$ cat config.mk
export PLATFORM = sky130hd
export DESIGN_NAME = mul_div_unit
export DESIGN_NICKNAME = d
export VERILOG_FILES = /design/src/rtl/mdu_pkg.sv /design/src/rtl/mdu_sign_fix.sv /design/src/rtl/mul_div_unit.sv
export SDC_FILE = /design/constraint.sdc
export NUM_CORES = 1
export LEC_CHECK = 0
export CAP_MARGIN = 20
export CORE_ASPECT_RATIO = 2
export CORE_UTILIZATION = 40
export CTS_CLUSTER_DIAMETER = 120
export DETAILED_ROUTE_END_ITERATION = 6
export PLACE_DENSITY = 0.71
export SLEW_MARGIN = 20
export SYNTH_ARGS = -nofsm -noshare
export SYNTH_HDL_FRONTEND = slang
export SYNTH_SLANG_ARGS = --single-unit
$ cat constraint.sdc
create_clock -name clk -period 4.6 [get_ports clk]
set_input_delay 0.46 -clock clk [delete_from_list [all_inputs] [get_ports clk]]
set_output_delay 0.46 -clock clk [all_outputs]
set_load 0.05 [all_outputs]
$ cat src/rtl/mdu_pkg.sv
// Shared encodings and constants for the iterative multiply/divide unit.
package mdu_pkg;

  localparam int WIDTH = 32;
  localparam int ITER  = WIDTH;
  localparam logic [WIDTH-1:0] DIV0_QUOT = 32'hFFFF_FFFF;

  typedef enum logic [2:0] {
    MDU_MULT  = 3'b000,
    MDU_MULTU = 3'b001,
    MDU_DIV   = 3'b010,
    MDU_DIVU  = 3'b011,
    MDU_MTHI  = 3'b100,
    MDU_MTLO  = 3'b101
  } mdu_op_e;

  typedef enum logic [1:0] {
    ST_IDLE = 2'd0,
    ST_CALC = 2'd1,
    ST_FIX  = 2'd2
  } mdu_state_e;

  // Per-op control captured at start; the result signs are fixed up in FIX.
  typedef struct packed {
    logic is_div;
    logic neg_q;
    logic neg_r;
    logic div_zero;
  } mdu_ctl_t;

endpackage

$ cat src/rtl/mdu_sign_fix.sv
// Conditional two's-complement negate; used both for abs-in and sign-fix-out.
module mdu_sign_fix #(
  parameter int W = 32
) (
  input  logic         neg,
  input  logic [W-1:0] val,
  output logic [W-1:0] res
);

  assign res = neg ? (~val + W'(1)) : val;

endmodule

$ cat src/rtl/mul_div_unit.sv
// Radix-2 iterative MULT/MULTU/DIV/DIVU unit holding HI/LO, one bit per cycle
// on a shared 2*WIDTH accumulator and a single adder/subtractor.
module mul_div_unit
  import mdu_pkg::*;
#(
  parameter int WIDTH = mdu_pkg::WIDTH,
  parameter int CNT_W = 6
) (
  input  logic             clk,
  input  logic             rst_n,
  input  logic             start,
  input  logic [2:0]       op,
  input  logic [WIDTH-1:0] a,
  input  logic [WIDTH-1:0] b,
  input  logic             flush,
  output logic             busy,
  output logic             done,
  output logic             div_zero,
  output logic [WIDTH-1:0] hi,
  output logic [WIDTH-1:0] lo
);

  localparam logic [CNT_W-1:0] LAST = CNT_W'(WIDTH - 1);

  mdu_state_e         state_q, state_d;
  logic [CNT_W-1:0]   cnt_q, cnt_d;
  logic [2*WIDTH-1:0] acc_q, acc_d;
  logic [WIDTH-1:0]   mcand_q, mcand_d;
  mdu_ctl_t           ctl_q, ctl_d;
  logic [WIDTH-1:0]   hi_q, hi_d, lo_q, lo_d;
  logic               done_q, done_d, dz_q, dz_d;

  logic               signed_op, is_div_op;
  logic [WIDTH-1:0]   abs_a, abs_b;
  logic [2*WIDTH-1:0] prod_fix;
  logic [WIDTH-1:0]   quot_fix, rem_fix;

  assign signed_op = (op == MDU_MULT) || (op == MDU_DIV);
  assign is_div_op = (op == MDU_DIV) || (op == MDU_DIVU);

  mdu_sign_fix #(.W(WIDTH)) u_abs_a (.neg(signed_op & a[WIDTH-1]), .val(a), .res(abs_a));
  mdu_sign_fix #(.W(WIDTH)) u_abs_b (.neg(signed_op & b[WIDTH-1]), .val(b), .res(abs_b));

  mdu_sign_fix #(.W(2*WIDTH)) u_fix_prod (.neg(ctl_q.neg_q), .val(acc_q), .res(prod_fix));
  mdu_sign_fix #(.W(WIDTH)) u_fix_quot (.neg(ctl_q.neg_q), .val(acc_q[WIDTH-1:0]), .res(quot_fix));
  mdu_sign_fix #(.W(WIDTH)) u_fix_rem (.neg(ctl_q.neg_r), .val(acc_q[2*WIDTH-1:WIDTH]), .res(rem_fix));

  // Shared adder: mul adds the multiplicand into the upper half when the
  // current multiplier bit is set; div subtracts the divisor from the
  // left-shifted partial remainder (W+2 bits so the borrow is the sign bit).
  logic [WIDTH:0]     rem;
  logic [WIDTH+1:0]   add_x, add_y, sum;
  logic               ge;
  logic [2*WIDTH-1:0] acc_step;

  always_comb begin
    rem = acc_q[2*WIDTH-1:WIDTH-1];
    if (ctl_q.is_div) begin
      add_x = {1'b0, rem};
      add_y = ~{2'b00, mcand_q};
    end else begin
      add_x = {2'b00, acc_q[2*WIDTH-1:WIDTH]};
      add_y = {2'b00, (acc_q[0] ? mcand_q : '0)};
    end
    sum = add_x + add_y + (WIDTH+2)'(ctl_q.is_div);
    ge  = ~sum[WIDTH+1];
    if (ctl_q.is_div)
      acc_step = {(ge ? sum[WIDTH-1:0] : rem[WIDTH-1:0]), acc_q[WIDTH-2:0], ge};
    else
      acc_step = {sum[WIDTH:0], acc_q[WIDTH-1:1]};
  end

  always_comb begin
    state_d = state_q;
    cnt_d   = cnt_q;
    acc_d   = acc_q;
    mcand_d = mcand_q;
    ctl_d   = ctl_q;
    hi_d    = hi_q;
    lo_d    = lo_q;
    done_d  = 1'b0;
    dz_d    = 1'b0;
    unique case (state_q)
      ST_IDLE: begin
        if (start && !flush) begin
          if (op == MDU_MTHI) begin
            hi_d = a;
          end else if (op == MDU_MTLO) begin
            lo_d = a;
          end else if (!op[2]) begin
            // Divide: dividend shifts out of the low half, divisor stays put.
            // Multiply: multiplier sits in the low half, multiplicand stays put.
            acc_d          = {{WIDTH{1'b0}}, (is_div_op ? abs_a : abs_b)};
            mcand_d        = is_div_op ? abs_b : abs_a;
            ctl_d.is_div   = is_div_op;
            ctl_d.neg_q    = signed_op & (a[WIDTH-1] ^ b[WIDTH-1]);
            ctl_d.neg_r    = signed_op & a[WIDTH-1];
            ctl_d.div_zero = is_div_op & (b == '0);
            cnt_d          = '0;
            state_d        = ST_CALC;
          end
        end
      end
      ST_CALC: begin
        if (flush) begin
          state_d = ST_IDLE;
          cnt_d   = '0;
        end else begin
          acc_d = acc_step;
          if (cnt_q == LAST) begin
            cnt_d   = '0;
            state_d = ST_FIX;
          end else begin
            cnt_d = cnt_q + CNT_W'(1);
          end
        end
      end
      ST_FIX: begin
        state_d = ST_IDLE;
        if (!flush) begin
          done_d = 1'b1;
          dz_d   = ctl_q.div_zero;
          if (ctl_q.is_div) begin
            hi_d = rem_fix;
            lo_d = ctl_q.div_zero ? WIDTH'(DIV0_QUOT) : quot_fix;
          end else begin
            hi_d = prod_fix[2*WIDTH-1:WIDTH];
            lo_d = prod_fix[WIDTH-1:0];
          end
        end
      end
      default: begin
        state_d = ST_IDLE;
        cnt_d   = '0;
      end
    endcase
  end

  always_ff @(posedge clk or negedge rst_n) begin
    if (!rst_n) begin
      state_q <= ST_IDLE;
      cnt_q   <= '0;
      acc_q   <= '0;
      mcand_q <= '0;
      ctl_q   <= '0;
      hi_q    <= '0;
      lo_q    <= '0;
      done_q  <= 1'b0;
      dz_q    <= 1'b0;
    end else begin
      state_q <= state_d;
      cnt_q   <= cnt_d;
      acc_q   <= acc_d;
      mcand_q <= mcand_d;
      ctl_q   <= ctl_d;
      hi_q    <= hi_d;
      lo_q    <= lo_d;
      done_q  <= done_d;
      dz_q    <= dz_d;
    end
  end

  assign busy     = (state_q != ST_IDLE);
  assign done     = done_q;
  assign div_zero = dz_q;
  assign hi       = hi_q;
  assign lo       = lo_q;

endmodule

==> impl_metrics.tcl <==
set metrics [dict create \
    outcome "finished clean" \
    finalMaxSlewViolations 0 \
    cts_buffers 17 \
    p_comb_share_pct 53.1 \
    drt_iter0_drc 1400 \
    cp_max_fo 31 \
    slew-limit-headroom_pct 31.2 \
    max_cap_viol_count 0 \
    place.port_buffers 137 \
    syn2layout_area_growth_pct 18.1 \
    clock_sinks 174 \
    via_count 14700 \
    dieWidth_um 134 \
    swShare_pct 50.1 \
    routedWlPerCell_um 26.2 \
    p_sw_mw 4.44 \
    tightestPinTransition_ns 1.03 \
    period_minus_slack_ns 3.95 \
    end_kind "flip-flop" \
    root_buffer "clkbuf_16" \
    dpl_cell_area_mm2 0.0158 \
    syn-mean-instance-area_um2 7.71 \
    n_antenna_cell 0 \
    rows 96 \
    synth_edf_count 0 \
    vias_per_cell 6.30 \
    yosys_warnings 0 \
    clk_latency_ns 0.47 \
    start_util_pct 40.7 \
    antenna_found_initial 0 \
    gp_congestion 0.973 \
    design_area_mm2 0.0164 \
    min_period_over_period_pct 86.0 \
    synth_nets 1916 \
    ir_worst_vdd_v 0.000331 \
    critical_path_class "reg2reg" \
    rrSetupSlack_ns 0.65 \
    synth-seq-cells 174 \
    dieArea_mm2 0.0356 \
    hold_viol 0 \
    whs_ns 0.460 \
    setup_viol 0 \
    final_common_cell "nand2_1" \
    path_cells "inv_1 -> nor2_2 -> buf_12 -> nand2_1 -> o21ai_0 -> inv_1 -> fa_1 -> inv_1 -> fa_1 -> a211oi_1 -> nor2_1 -> a21oi_1 -> o21bai_1 -> buf_4 -> a211oi_1 -> o21bai_1 -> xnor2_1 -> and2_1 -> o31ai_1" \
    ys.flop_type "dfrtp_1" \
    grt_pass1_wl_mm 89.4 \
    async_flop_share_pct 100 \
    drc 0 \
    power.internal_mw 4.41 \
    dr.pass1.iters 5 \
    hold_buffers 0 \
    first_global_vias 14300 \
    hold_class "in2async" \
    netlist_instances 1806 \
    htreeDepth 4 \
    clk_path_buf_depth 2 \
    synth_cell_type_count 72 \
    cp-start-kind "flip-flop" \
    pin_count 138 \
    fin_skew_ns 0.0178 \
    dr_wl_met2_mm 31.8 \
    mostFrequentLayoutCells "nand2_1 (262), o21ai_0 (229), dfrtp_1 (173), nor2_1 (162), clkdlybuf4s50_1 (136)" \
    postRouteAntennaNets 0 \
    clk_transition_reported_paths_ns 0.08 \
    max_freq_ghz 0.253 \
    p_leak_nw 6.68 \
    cts_setup_buffers 0 \
    slowest_stage "a211oi_1" \
    cp_common_cell "inv_1" \
    rsz0062_at_grt "false" \
    wl_mm 61.4 \
    cts_tree "done" \
    wl_met3_mm 3.31 \
    grtUsageTotal_pct 34.7 \
    fin_tns_setup_ns 0 \
    cpPeakStageDelay_ns 0.43 \
    top_layer "met4" \
    utilization_pct 48.0 \
    synth_seq_area_share_pct 31.3 \
    reg2reg_to "acc_q[57]" \
    pwr_density_cell_mw_per_mm2 539 \
    cts-resized-gates 0 \
    grt_start_max_net_pins 103 \
    clock_power_share_pct 17.1 \
    final_nets 1994 \
    synth_area_mm2 0.0139 \
    drive_above_1_share_pct 8.22 \
    cp.arrival_ns 4.34 \
    core-area_mm2 0.0342 \
    p_seq_share_pct 29.8 \
    cp.required_ns 4.98 \
    regToRegStartpoint "acc_q[0]" \
    place.detailed.hpwl_mm 46.3 \
    grt.overflow.total 0 \
    r2r_cells 19 \
    wl_met1_mm 19.8 \
    die_height_um 266 \
]
## how the worst max path moves through the flow
stage | start | cells after the start | to
3_3_place_gp | a[11] | 9 | mcand_q[25]
6_report | acc_q[0] | 19 | acc_q[57]
2_1_floorplan | ctl_q[3] | 17 | acc_q[57]
5_1_grt | ctl_q[3] | 13 | acc_q[40]
4_1_cts | acc_q[0] | 19 | acc_q[57]
3_5_place_dp | a[9] | 9 | mcand_q[25]
## cells in the mapped netlist, types with 35 or more instances
master | instances | area share, %
a21oi_1 | 126 | 4.5
clkbuf_1 | 122 | 3.3
dfrtp_1 | 174 | 31
ha_1 | 37 | 3.3
mux2i_1 | 36 | 2.6
nand2_1 | 262 | 7.1
nor2_1 | 165 | 4.4
nor3_1 | 35 | 1.3
o21ai_0 | 230 | 8.3
o22ai_1 | 42 | 1.9
xnor2_1 | 87 | 5.5
xor2_1 | 59 | 3.7
## power groups by stage
stage	registers, mW	logic, mW	clock network [mW]
after floorplan	2.69	2.81	0
after global placement	2.62	4.55	0
after detailed placement	2.63	4.60	0
after CTS	2.60	4.62	1.52
after global routing	2.68	5.04	1.58
final	2.64	4.70	1.52
## worst max-delay path, delay by kind of cell (launching register included)
family,cells,cell delay [ns]
AOI/OAI and AO/OA,7,1.63
xor gates and xnor gates,1,0.17
adders and majority gates,2,0.61
buffers and inverters,5,0.67
DFF,1,0.38
and+or+nand+nor,4,0.42
## state kept, by name, indices dropped and copies added, names as in the netlist
name      count
state_q       2
acc_q        64
ctl_q         4
lo           32
mcand_q      32
done          1
hi           32
div_zero      1
cnt_q         6
## stage by stage
stage               worst slack (ns)  power [mW]  cells
floorplan                      0.238        5.50   1806
global placement               0.664        7.18   2304
detailed placement             0.570        7.23   2304
CTS                            0.673        8.74   2336
global route                   0.345        9.30   2338
finish                         0.645        8.85   2338
## routing by layer
layer	global-route usage [%]	vias to the layer above
li1	-	6677
met3	5.42	264
met4	32.8	0
met1	33.7	7105
met2	61.6	692
met5	0	-
## layout make-up
| cell class | count | area, um^2 |
|---|---|---|
| inverters | 23 | 86.3 |
| clock inverters | 14 | 143 |
| flip-flops and latches | 174 | 4360 |
| clock buffers | 18 | 439 |
| well taps | 441 | 552 |
| repair buffers | 198 | 1870 |
| multi-input cells | 1470 | 9000 |
| fillers | 3354 | 17800 |
## cells by family after synthesis
family	share of synthesized area (%)
and+or+nand+nor	19.9
AOI/OAI and AO/OA	26.2
DFF	31.3
buffers and inverters	4.39
xor gates and xnor gates	9.18
muxes	5.34
adders and majority gates	3.61
No activity file was read; power rests on OpenSTA's default activity.
